File: src/rtl/uart_pkg.sv
// uart_pkg: shared UART framing constants and receive FSM state encoding
package uart_pkg;
    localparam int OVERSAMPLE = 16;
    localparam int DATA_BITS  = 8;
    localparam int MID_SAMPLE = OVERSAMPLE / 2 - 1;

    typedef enum logic [2:0] {
        IDLE  = 3'd0,
        START = 3'd1,
        DATA  = 3'd2,
        STOP  = 3'd3,
        BREAK = 3'd4
    } rx_state_e;
endpackage

File: src/rtl/uart_rx_deframer_if.sv
// uart_rx_if: valid/ready byte stream from the receive deframer to its consumer
interface uart_rx_if #(
    parameter int DATA_BITS = uart_pkg::DATA_BITS
);
    logic [DATA_BITS-1:0] rx_data;
    logic                 rx_valid;
    logic                 rx_ready;

    modport master (output rx_data, output rx_valid, input rx_ready);
    modport slave  (input rx_data, input rx_valid, output rx_ready);
endinterface

File: src/rtl/sync_2ff.sv
// sync_2ff: two-flop synchronizer for asynchronous inputs with a configurable reset value
module sync_2ff #(
    parameter int               WIDTH     = 1,
    parameter logic [WIDTH-1:0] RESET_VAL = '0
) (
    input  logic             clk,
    input  logic             rst_n,
    input  logic [WIDTH-1:0] d_i,
    output logic [WIDTH-1:0] q_o
);
    logic [WIDTH-1:0] meta_q;
    logic [WIDTH-1:0] sync_q;

    always_ff @(posedge clk) begin
        if (!rst_n) begin
            meta_q <= RESET_VAL;
            sync_q <= RESET_VAL;
        end else begin
            meta_q <= d_i;
            sync_q <= meta_q;
        end
    end

    assign q_o = sync_q;
endmodule

File: src/rtl/uart_rx_deframer.sv
// uart_rx_deframer: 8N1 receive deframer driven by the 16x baud tick, with valid/ready output
module uart_rx_deframer #(
    parameter int DATA_BITS  = uart_pkg::DATA_BITS,
    parameter int OVERSAMPLE = uart_pkg::OVERSAMPLE
) (
    input  logic      clk_50m,
    input  logic      rst_n,
    input  logic      rxclk_en,
    input  logic      rx,
    uart_rx_if.master rx_if,
    output logic      frame_err,
    output logic      overrun
);
    import uart_pkg::*;

    localparam int CW = $clog2(OVERSAMPLE);
    localparam int BW = (DATA_BITS > 1) ? $clog2(DATA_BITS) : 1;
    localparam logic [CW-1:0] MID         = CW'(OVERSAMPLE / 2 - 1);
    localparam logic [CW-1:0] LAST_SAMPLE = CW'(OVERSAMPLE - 1);
    localparam logic [BW-1:0] LAST_BIT    = BW'(DATA_BITS - 1);

    rx_state_e            state_q, state_d;
    logic [CW-1:0]        cnt_q, cnt_d;
    logic [BW-1:0]        bit_q, bit_d;
    logic [DATA_BITS-1:0] shift_q, shift_d;
    logic [DATA_BITS-1:0] data_q, data_d;
    logic                 valid_q, valid_d;
    logic                 frame_err_q, frame_err_d;
    logic                 overrun_q, overrun_d;
    logic                 rx_s;
    logic                 stall;

    sync_2ff #(.WIDTH(1), .RESET_VAL(1'b1)) u_sync (
        .clk   (clk_50m),
        .rst_n (rst_n),
        .d_i   (rx),
        .q_o   (rx_s)
    );

    // A pending byte blocks delivery only if the consumer is not taking it this very cycle
    assign stall = valid_q && !rx_if.rx_ready;

    always_ff @(posedge clk_50m) begin
        if (!rst_n) begin
            state_q     <= IDLE;
            cnt_q       <= '0;
            bit_q       <= '0;
            shift_q     <= '0;
            data_q      <= '0;
            valid_q     <= 1'b0;
            frame_err_q <= 1'b0;
            overrun_q   <= 1'b0;
        end else begin
            state_q     <= state_d;
            cnt_q       <= cnt_d;
            bit_q       <= bit_d;
            shift_q     <= shift_d;
            data_q      <= data_d;
            valid_q     <= valid_d;
            frame_err_q <= frame_err_d;
            overrun_q   <= overrun_d;
        end
    end

    always_comb begin
        state_d     = state_q;
        cnt_d       = cnt_q;
        bit_d       = bit_q;
        shift_d     = shift_q;
        data_d      = data_q;
        valid_d     = stall;
        frame_err_d = 1'b0;
        overrun_d   = 1'b0;
        if (rxclk_en) begin
            unique case (state_q)
                IDLE: begin
                    if (!rx_s) begin
                        state_d = START;
                        cnt_d   = '0;
                    end
                end
                START: begin
                    cnt_d = cnt_q + 1'b1;
                    if (cnt_q == MID) begin
                        state_d = rx_s ? IDLE : DATA;
                        cnt_d   = '0;
                        bit_d   = '0;
                    end
                end
                DATA: begin
                    cnt_d = cnt_q + 1'b1;
                    if (cnt_q == LAST_SAMPLE) begin
                        shift_d = {rx_s, shift_q[DATA_BITS-1:1]};
                        bit_d   = bit_q + 1'b1;
                        state_d = (bit_q == LAST_BIT) ? STOP : DATA;
                    end
                end
                STOP: begin
                    cnt_d = cnt_q + 1'b1;
                    if (cnt_q == LAST_SAMPLE) begin
                        state_d     = rx_s ? IDLE : BREAK;
                        frame_err_d = !rx_s;
                        overrun_d   = rx_s && stall;
                        data_d      = (rx_s && !stall) ? shift_q : data_q;
                        valid_d     = rx_s || stall;
                    end
                end
                BREAK: begin
                    if (rx_s) state_d = IDLE;
                end
                default: state_d = IDLE;
            endcase
        end
    end

    assign rx_if.rx_data  = data_q;
    assign rx_if.rx_valid = valid_q;
    assign frame_err      = frame_err_q;
    assign overrun        = overrun_q;
endmodule
File: src/flat_wrapper.sv
// flat-port wrapper written by rule: the top's interface ports become plain ports
module uart_rx_deframer_flat import uart_pkg::*;
#(
    parameter int DATA_BITS  = uart_pkg::DATA_BITS,
    parameter int OVERSAMPLE = uart_pkg::OVERSAMPLE
)
  (clk_50m, rst_n, rxclk_en, rx, frame_err, overrun, rx_if_rx_data, rx_if_rx_valid, rx_if_rx_ready);
  uart_rx_if #(.DATA_BITS(DATA_BITS)) rx_if_i ();
  input  logic clk_50m;
  input  logic rst_n;
  input  logic rxclk_en;
  input  logic rx;
  output logic frame_err;
  output logic overrun;
  output wire logic [$bits(rx_if_i.rx_data)-1:0] rx_if_rx_data;
  output wire logic [$bits(rx_if_i.rx_valid)-1:0] rx_if_rx_valid;
  input wire logic [$bits(rx_if_i.rx_ready)-1:0] rx_if_rx_ready;
  assign rx_if_rx_data = rx_if_i.rx_data;
  assign rx_if_rx_valid = rx_if_i.rx_valid;
  assign rx_if_i.rx_ready = rx_if_rx_ready;
  uart_rx_deframer #(.DATA_BITS(DATA_BITS), .OVERSAMPLE(OVERSAMPLE)) u_core (.clk_50m(clk_50m), .rst_n(rst_n), .rxclk_en(rxclk_en), .rx(rx), .rx_if(rx_if_i), .frame_err(frame_err), .overrun(overrun));
endmodule
File: config.mk
export PLATFORM = sky130hd
export DESIGN_NAME = uart_rx_deframer_flat
export DESIGN_NICKNAME = d
export VERILOG_FILES = /design/src/rtl/uart_pkg.sv /design/src/rtl/uart_rx_deframer_if.sv /design/src/rtl/sync_2ff.sv /design/src/rtl/uart_rx_deframer.sv /design/src/flat_wrapper.sv
export SDC_FILE = /design/constraint.sdc
export NUM_CORES = 1
export LEC_CHECK = 0
export BUFFER_PORTS_ARGS = -buffer_cell sky130_fd_sc_hd__clkbuf_2
export CAP_MARGIN = 40
export CORE_AREA = 2 2 52 64
export CTS_CLUSTER_SIZE = 20
export DETAILED_ROUTE_END_ITERATION = 12
export DIE_AREA = 0 0 54 66
export PLACE_DENSITY = 0.75
export SLEW_MARGIN = 5
export SYNTH_ARGS = -nofsm -noshare
export SYNTH_HDL_FRONTEND = slang
export SYNTH_SLANG_ARGS = --single-unit
File: constraint.sdc
create_clock -name clk_50m -period 3.8 [get_ports clk_50m]
set_input_delay 0.38 -clock clk_50m [delete_from_list [all_inputs] [get_ports clk_50m]]
set_output_delay 0.38 -clock clk_50m [all_outputs]
set_load 0.05 [all_outputs]
==> results of run 1 <==
-- worst reg2reg max path: stages (launching register included) --
cell,delay (ns)
dfxtp_1,0.66
nand4b_4,0.25
nor4_4,0.68
mux2i_1,0.26
-- cell usage after synthesis, types with 2 or more instances --
master / n / share of area (%)
nand2b_1: 3 / 1.3
o21ai_1: 2 / 0.70
nor3_1: 2 / 0.70
o211ai_1: 3 / 1.6
nand2_1: 25 / 6.5
dfxtp_1: 31 / 43
clkbuf_1: 10 / 2.6
a21oi_1: 13 / 4.5
nor2b_1: 3 / 1.3
o22ai_1: 3 / 1.3
nor2_1: 3 / 0.79
buf_2: 4 / 1.4
a211oi_1: 2 / 1.0
nand3b_1: 4 / 2.1
nand3_1: 11 / 3.8
ha_1: 3 / 2.6
o41ai_1: 2 / 1.2
o21ai_0: 10 / 3.5
and3_1: 3 / 1.3
mux2i_1: 8 / 5.6
-- how the worst max path moves through the flow --
stage / endpoint / depth (start not counted) / slack, ns / start
6_report: u_core.rx_if.rx_data[3] / 3 / 1.88 / u_core.state_q[1]
4_1_cts: u_core.rx_if.rx_data[3] / 3 / 1.87 / u_core.state_q[1]
3_5_place_dp: u_core.rx_if.rx_data[3] / 3 / 1.89 / u_core.state_q[1]
2_1_floorplan: u_core.rx_if.rx_data[0] / 5 / 2.24 / u_core.cnt_q[0]
5_1_grt: u_core.rx_if.rx_data[5] / 3 / 1.70 / u_core.state_q[1]
3_3_place_gp: u_core.rx_if.rx_data[0] / 3 / 1.99 / u_core.state_q[1]
-- through the flow --
stage	setup slack [ns]	cell area [µm²]	util [%]	power, mW	hold WS (ns)
floorplan	2.24	1430	-	0.351	0.386
global placement	1.99	1500	50.3	0.355	0.395
detailed placement	1.89	1500	50.3	0.356	0.398
CTS	1.87	1580	53.2	0.621	0.226
global route	1.70	1580	53.2	0.637	0.226
finish	1.88	1580	53.2	0.614	0.248
-- power by group --
| part | total (mW) | internal, mW | switching, mW |
|---|---|---|---|
| clock | 0.266 | 0.155 | 0.110 |
| combinational | 0.0196 | 0.00582 | 0.0138 |
| sequential | 0.329 | 0.326 | 0.00247 |
-- kinds of logic after synthesis --
group                      after synthesis  synth area share [%]
adders and majority gates                3                  2.62
muxes                                    8                  5.58
DFF                                     31                  43.3
buffers and inverters                   16                  4.54
xor gates and xnor gates                 1                 0.611
and+or+nand+nor                         65                  26.6
AOI/OAI and AO/OA                       40                  16.8
-- registers in the layout (all words and copies together) (netlist names) --
| signal | flops |
|---|---|
| u_core.bit_q | 3 |
| u_core.cnt_q | 4 |
| u_core.frame_err | 1 |
| u_core.overrun | 1 |
| u_core.rx_if.rx_data | 8 |
| u_core.rx_if.rx_valid | 1 |
| u_core.shift_q | 8 |
| u_core.state_q | 3 |
| u_core.u_sync.meta_q | 1 |
| u_core.u_sync.q_o | 1 |
-- cell type report --
class                      instances  area, µm²
clock buffer                       6       51.3
clock inverter                     2       35.0
fill                             283       1390
inverter                           2       7.51
multi-input combinational        117        748
sequential                        31        621
tap                               36       45.0
timing repair buffer              15       75.1
-- routing by layer --
layer  part of all wire, %  vias up  global-route usage, %
li1                      -      613                      -
met2                    48       27                   30.8
met4                   2.1        0                   8.13
met1                    45      538                   22.2
met5                     0        -                      0
met3                   4.8        6                   5.43
==> impl_metrics.ini, run 1 <==
[status]
run_status = finished, final reports clean

[clocking]
cts_htree_levels = 2
cts.path.max_buffers = 2
numClockSinks = 31
ctsRootBufferMaster = clkbuf_4
cts.reportedPaths.clkPinSlew_ns = 0.09
cts_inserted_buffers = 5
number_of_setup_buffers_added_after_cts = 0
cts_tree = done
ctsResizeCount = 0
clock_insertion_delay_at_the_later_pin_of_the_skew_report_ns = 0.33
cts.hold.buffers_added = 0

[critical_path]
startpoint_type = flip-flop
reg2reg_from = u_core.state_q[1]
regToRegSetupSlack_ns = 1.88
critPathMaxStageDelay_ns = 0.68
cp.arrival_ns = 2.17
timing.critical_path.slowest_stage_cell = nor4_4
criticalPathCategory = flip-flop to flip-flop
worst-path-buf-inv = 0
crit_path_end_kind = flip-flop
worstReg2RegEnd = u_core.rx_if.rx_data[3]
worstPathCellList = nand4b_4 -> nor4_4 -> mux2i_1
largest_delay_contributor_family_on_the_critical_path = simple AND/OR/NAND/NOR gates
rr_worst_depth = 3
required_ns = 4.06
crit_path_max_fanout = 15

[timing]
period_needed_ns = 1.92
period_share_pct = 50.5
fmaxAchievable_mhz = 522
report.final.slew_viol_count = 0
setup-violations-final = 0
worst_slew_margin_rel_pct = 54.3
final_layout_setup_total_negative_slack_ns = 0
slew_of_the_pin_with_the_lowest_slew_margin_ns = 0.680
finalClockSkew_ns = 0.0166
rsz0062_at_grt = no
final_hold_viol_count = 0

[synthesis]
synth_area_per_cell_um2 = 8.74
synthesis.nets = 172
synth_top_flop_cell = dfxtp_1
synth_edf_count = 0
syn_area_mm2 = 0.00143
synth_warnings = 0
synth_async_sr_flop_share_pct = 0
ys_seq_area_share_pct = 43.3
synth.distinct_cells = 39
syn-instance-count = 164
synth_seq_cells = 31

[placement]
gp_routability_congestion = 0.846
placed_cells_incl_taps = 201
detailed_place_hpwl_um = 1920
numPortBuffers = 15

[cells_and_area]
final_common_cell = dfxtp_1
fin_nets = 180
areaGrowthSynthToFinish_pct = 10.4
insertedDiodeCount = 0
layout.cells.non_filler = 209
mostFrequentLayoutCells = 31 x dfxtp_1, 25 x nand2_1, 15 x clkbuf_2
drive_above_1_share_pct = 14.5

[min_path]
min_from = rx
hold_path_class = input port to flip-flop
worst_hold_path.endpoint = u_core.u_sync.meta_q
hold-path-cell-count = 2

[die]
dieArea_mm2 = 0.00356
die_w_um = 54
die_ht_um = 66
ioPinCount = 16
initial_util_pct = 48.2
core_mm2 = 0.00297
floorplan.rows = 22

[power_and_ir_drop]
worst_ir_drop_vdd_uv = 308
power.density_cell_area_mw_per_mm2 = 388
cellLeakagePower_nw = 0.596

[global_route]
globalRouteOverflowTotal = 0
via_count_of_the_first_global_routing_pass = 1109
grt_start_max_net_pins = 35
grt_first_pass_wirelength_um = 4930
grt_antenna_before_repair = 0
grt_util_all_layers_pct = 18.8

[routing]
detail_route.wirelength_um = 2820
routed-via-count = 1184
drt_first_pass_iters = 4
postRouteAntennaNets = 0
drcViolationCount = 0
wire_per_inst_um = 13.5
detailedRoute.firstIterationViolations = 28
post_drt_via_cell_ratio = 5.67

[flow_run]
max_cap_violations = 0
Power figures use the tool's default switching activity.
==> inputs of run 2 (changes only) <==
- ABC_AREA: not set -> 1
- PLACE_DENSITY: 0.75 -> 0.78
- clock period: 3.8 -> 1.74 ns (I/O delays scaled with it)
==> run 2 against run 1 <==
Compared with the run above:
- worst setup slack lost 1.6 ns
- sequential share of layout area is the same
- die area is the same
- critical path type unchanged
- critical endpoint is now u_core.state_q[0]
- highest routed layer unchanged
==> impl_metrics.ini, run 2 <==
[status]
run_status = finished, final reports clean

[die]
initial_util_pct = 48.2
floorplan.rows = 22
dieArea_mm2 = 0.00356
ioPinCount = 16
core_mm2 = 0.00297
die_ht_um = 66
die_w_um = 54

[synthesis]
synth_area_per_cell_um2 = 7.42
synth_seq_cells = 31
yosys-top-cells-area = dfxtp_1 43%, nor2_1 15%, o21ai_0 7.3%
synthesis.nets = 201
post-synth-top-count-cell = nor2_1
synth.distinct_cells = 25
netlist_top_cells_count = 56 x nor2_1, 31 x dfxtp_1, 24 x nand2_1, 21 x o21ai_0, 17 x inv_1
ys_seq_area_share_pct = 43.3
synthDominantCellAreaShare_pct = 43.3
synth_async_sr_flop_share_pct = 0
syn_area_mm2 = 0.00143
syn-instance-count = 193
synth_top_flop_cell = dfxtp_1
synthDominantAreaCellType = dfxtp_1
synth_edf_count = 0
synth_warnings = 0

[cells_and_area]
insertedDiodeCount = 0
final_common_cell = nor2_1
fillers = 310
fin_nets = 220
drive_above_1_share_pct = 20.7
areaGrowthSynthToFinish_pct = 10.5
mostFrequentLayoutCells = 56 x nor2_1, 31 x dfxtp_1, 24 x nand2_1

[min_path]
hold_path_class = input port to flip-flop

[routing]
postRouteAntennaNets = 0
detailedRoute.firstIterationViolations = 32
drcViolationCount = 0
wire_per_inst_um = 10.0
routed-via-count = 1186
post_drt_via_cell_ratio = 4.76
drt_first_pass_iters = 4
detail_route.wirelength_um = 2490

[clocking]
number_of_setup_buffers_added_after_cts = 0
cts_htree_levels = 2
cts_tree = done
cts_inserted_buffers = 5
cts.hold.buffers_added = 0
clock_insertion_delay_at_the_later_pin_of_the_skew_report_ns = 0.32
cts.path.max_buffers = 2
numClockSinks = 31
ctsResizeCount = 0
cts.reportedPaths.clkPinSlew_ns = 0.09
ctsRootBufferMaster = clkbuf_4

[timing]
rsz0062_at_grt = no
setup-violations-final = 0
period_needed_ns = 1.49
finalClockSkew_ns = 0.00825
period_share_pct = 85.7
report.final.slew_viol_count = 0
final_layout_setup_total_negative_slack_ns = 0
worst_slew_margin_rel_pct = 73.9
slew_of_the_pin_with_the_lowest_slew_margin_ns = 0.392
fmaxAchievable_mhz = 670
final_hold_viol_count = 0

[placement]
gp_routability_congestion = 0.936
numPortBuffers = 15
detailed_place_hpwl_um = 1840

[power_and_ir_drop]
fin_total_pwr_mw = 1.85
worst_ir_drop_vdd_uv = 826
cellLeakagePower_nw = 0.731
power.density_cell_area_mw_per_mm2 = 1170

[critical_path]
required_ns = 2.00
crit_path_max_fanout = 4
cp.arrival_ns = 1.75
crit_path_end_kind = flip-flop
criticalPathCategory = flip-flop to flip-flop
startpoint_type = flip-flop

[global_route]
grt_antenna_before_repair = 0
globalRouteOverflowTotal = 0
via_count_of_the_first_global_routing_pass = 1036
grt_first_pass_wirelength_um = 4240
grt_util_all_layers_pct = 16.3
grt_start_max_net_pins = 25

[flow_run]
max_cap_violations = 0
[run 2: cell count changes in the layout (fill, tap and decap cells not counted), sizes merged, moves of 3 or more]
cell    delta
nor2      +55
inv       +21
o21ai      +9
mux2i      -8
a21oi      -6
nand3b     -4
and3       -3
nand2b     -3
nor2b      -3
o22ai      -3
[run 2: cell families after synthesis]
kind of cell / count (synthesis) / share of synthesized area [%]
buffers and inverters: 26 / 7.86
xor gates and xnor gates: 1 / 0.611
adders and majority gates: 3 / 2.62
DFF: 31 / 43.3
AOI/OAI and AO/OA: 30 / 11.9
and+or+nand+nor: 102 / 33.7
[run 2: path summary, 6_finish.rpt]
| path | from | end | slack (ns) | cells past startpoint |
|---|---|---|---|---|
| max | u_core.cnt_q[0] | u_core.state_q[0] | 0.25 | 9 |
| min reg2reg | u_core.u_sync.meta_q | u_core.u_sync.q_o | 0.42 | 1 |
| min | rx | u_core.u_sync.meta_q | 0.04 | 2 |
| max reg2reg | u_core.cnt_q[0] | u_core.state_q[0] | 0.25 | 9 |
[run 2: layout make-up]
type / count / area, µm² / share of cell area, %
Tap cell: 36 / 45.0 / 2.85
Clock inverter: 3 / 15.0 / 0.949
Sequential cell: 31 / 621 / 39.2
Timing Repair Buffer: 15 / 75.1 / 4.74
Multi-Input combinational cell: 136 / 699 / 44.2
Inverter: 23 / 90.1 / 5.69
Clock buffer: 5 / 37.5 / 2.37
[run 2: critical path, cell delays in order, from the launching register on]
cell and delay, ns:
dfxtp_1 0.38, ha_1 0.22, nand2_1 0.10, nor2_1 0.13, nor2_1 0.06, nor2_1 0.21
nand3_2 0.14, nand2_1 0.07, inv_1 0.03, nor2_1 0.08
[run 2: routing by layer]
| layer | vias to the layer above | track usage, % | part of all wire (%) |
|---|---|---|---|
| li1 | 654 | - | - |
| met1 | 504 | 19.0 | 49 |
| met2 | 24 | 27.0 | 45 |
| met3 | 4 | 4.07 | 4.1 |
| met4 | 0 | 8.13 | 1.6 |
| met5 | - | 0 | 0 |
[run 2: per-stage QoR]
step,hold slack [ns],setup slack [ns],util [%],cells,cell area [µm²]
6_report,0.0392,0.249,53.2,249,1580
5_1_grt,0.0291,0.0726,53.2,249,1580
4_1_cts,0.0286,0.252,53.2,249,1580
3_5_place_dp,0.365,0.283,51.5,241,1530
3_3_place_gp,0.359,0.321,51.5,241,1530
2_1_floorplan,0.281,0.406,-,193,1430
[run 2: report_power, final]
part | switching (mW) | leakage, nW | internal, mW
clock | 0.233 | 0.0347 | 0.150
sequential | 0.0774 | 0.251 | 0.768
combinational | 0.408 | 0.445 | 0.215
==> inputs of run 3 (changes only) <==
- CTS_BUF_LIST: not set -> sky130_fd_sc_hd__clkbuf_2
==> run 3 against run 2 <==
Compared with the run above:
- total power is 2.9% lower
- via count grew 0.42%
- sequential share of layout area is 0.062 points higher
- worst setup slack worse by 0.012 ns
- first-iteration DRC count decreased by 9.4%
- largest power group unchanged
==> impl_metrics.ini, run 3 (synthesis gave the netlist of run 2 again) <==
[status]
run_status = finished, final reports clean

[timing]
fmaxAchievable_mhz = 665
finalClockSkew_ns = 0.0141
setup-violations-final = 0
final_hold_viol_count = 0
period_share_pct = 86.4
worst_slew_margin_rel_pct = 73.9
report.final.slew_viol_count = 0
hold_slack_ns = 0.173
period_needed_ns = 1.50
slew_of_the_pin_with_the_lowest_slew_margin_ns = 0.391
rsz0062_at_grt = no
final_layout_setup_total_negative_slack_ns = 0

[clocking]
cts_htree_levels = 2
cts.path.max_buffers = 2
cts.reportedPaths.clkPinSlew_ns = 0.15
cts_inserted_buffers = 5
numClockSinks = 31
clock_insertion_delay_at_the_later_pin_of_the_skew_report_ns = 0.35
cts_tree = done
ctsRootBufferMaster = clkbuf_2
ctsResizeCount = 0

[die]
initial_util_pct = 48.2
core_mm2 = 0.00297
dieArea_mm2 = 0.00356
die_w_um = 54
ioPinCount = 16
floorplan.rows = 22
die_ht_um = 66

[min_path]
hold_path_class = input port to flip-flop
min_from = rx_if_rx_ready
worst_hold_path.endpoint = u_core.overrun
hold-path-cell-count = 4

[critical_path]
startpoint_type = flip-flop
criticalPathCategory = flip-flop to flip-flop
rr_worst_depth = 9
largest_delay_contributor_family_on_the_critical_path = simple AND/OR/NAND/NOR gates
cp.arrival_ns = 1.79
required_ns = 2.03
worst-path-buf-inv = 1
reg2reg_from = u_core.cnt_q[0]
worstReg2RegEnd = u_core.state_q[0]
regToRegSetupSlack_ns = 0.24
crit_path_max_fanout = 4
crit_path_end_kind = flip-flop
worstPathCellList = ha_1 -> nand2_1 -> nor2_1 -> nor2_1 -> nor2_1 -> nand3_2 -> nand2_1 -> inv_1 -> nor2_1
critPathMaxStageDelay_ns = 0.40
critical-path-top-cell-by-count = nor2_1
timing.critical_path.slowest_stage_cell = dfxtp_1

[cells_and_area]
final_common_cell = nor2_1
mostFrequentLayoutCells = 56 x nor2_1, 31 x dfxtp_1, 24 x nand2_1
insertedDiodeCount = 0
layout.cells.non_filler = 250
fin_nets = 221
areaGrowthSynthToFinish_pct = 10.3
drive_above_1_share_pct = 20.6
final_core_utilization_pct = 53.2

[routing]
wire_per_inst_um = 10.0
drcViolationCount = 0
detail_route.wirelength_um = 2500
post_drt_via_cell_ratio = 4.76
routed-via-count = 1191
postRouteAntennaNets = 0
drt_first_pass_iters = 4
detailedRoute.firstIterationViolations = 29

[power_and_ir_drop]
worst_ir_drop_vdd_uv = 826
power.density_cell_area_mw_per_mm2 = 1140
fin_total_pwr_mw = 1.80
cellLeakagePower_nw = 0.733

[global_route]
grt_start_max_net_pins = 25
globalRouteOverflowTotal = 0
via_count_of_the_first_global_routing_pass = 1036
grt_antenna_before_repair = 0
grt_util_all_layers_pct = 16.3
grt_first_pass_wirelength_um = 4240

[placement]
numPortBuffers = 15
gp_routability_congestion = 0.936
placed_cells_incl_taps = 241
detailed_place_hpwl_um = 1840

[flow_run]
max_cap_violations = 0
## run 3: worst register-to-register path: cells and delay by family, from the launching register on
kind	cells	cell delay, ns
buf+inv	1	0.03
simple gates	7	0.79
fa+ha+maj	1	0.22
flops	1	0.40
## run 3: area by class of cell
class / instances / area [µm²]
Sequential cell: 31 / 621
Timing Repair Buffer: 16 / 85.1
Clock buffer: 5 / 25.0
Inverter: 23 / 90.1
Multi-Input combinational cell: 136 / 699
Clock inverter: 3 / 15.0
Fill cell: 311 / 1390
Tap cell: 36 / 45.0
## run 3: worst max path at each step
| stage | start | end | slack [ns] | depth (start not counted) |
|---|---|---|---|---|
| 6_report | u_core.cnt_q[0] | u_core.state_q[0] | 0.24 | 9 |
| 5_1_grt | u_core.cnt_q[0] | u_core.state_q[0] | 0.06 | 9 |
| 4_1_cts | u_core.cnt_q[0] | u_core.state_q[0] | 0.24 | 9 |
| 2_1_floorplan | u_core.rx_if.rx_valid | u_core.rx_if.rx_data[0] | 0.41 | 7 |
| 3_3_place_gp | u_core.cnt_q[0] | u_core.state_q[1] | 0.32 | 9 |
| 3_5_place_dp | u_core.cnt_q[0] | u_core.state_q[0] | 0.28 | 9 |
## run 3: timing repair
item	4_1_cts	5_1_grt
hold buffers	1	0
hold endpoints to repair	1	0
setup buffers	0	0
## run 3: power breakdown
| part | switching (mW) | internal (mW) | total (mW) |
|---|---|---|---|
| Sequential | 0.0774 | 0.769 | 0.847 |
| Combinational | 0.408 | 0.216 | 0.624 |
| Clock | 0.234 | 0.0922 | 0.326 |
## run 3: per-stage QoR
step / instance area [µm²] / setup WS (ns)
after floorplan: 1430 / 0.406
after global placement: 1530 / 0.321
after detailed placement: 1530 / 0.283
after CTS: 1580 / 0.240
after global routing: 1580 / 0.0597
final: 1580 / 0.237
## run 3: layer usage
layer | part of all wire [%] | global-route usage, %
met1 | 50 | 19.0
met2 | 45 | 27.0
met3 | 4.1 | 4.07
met4 | 1.6 | 8.13
met5 | 0 | 0
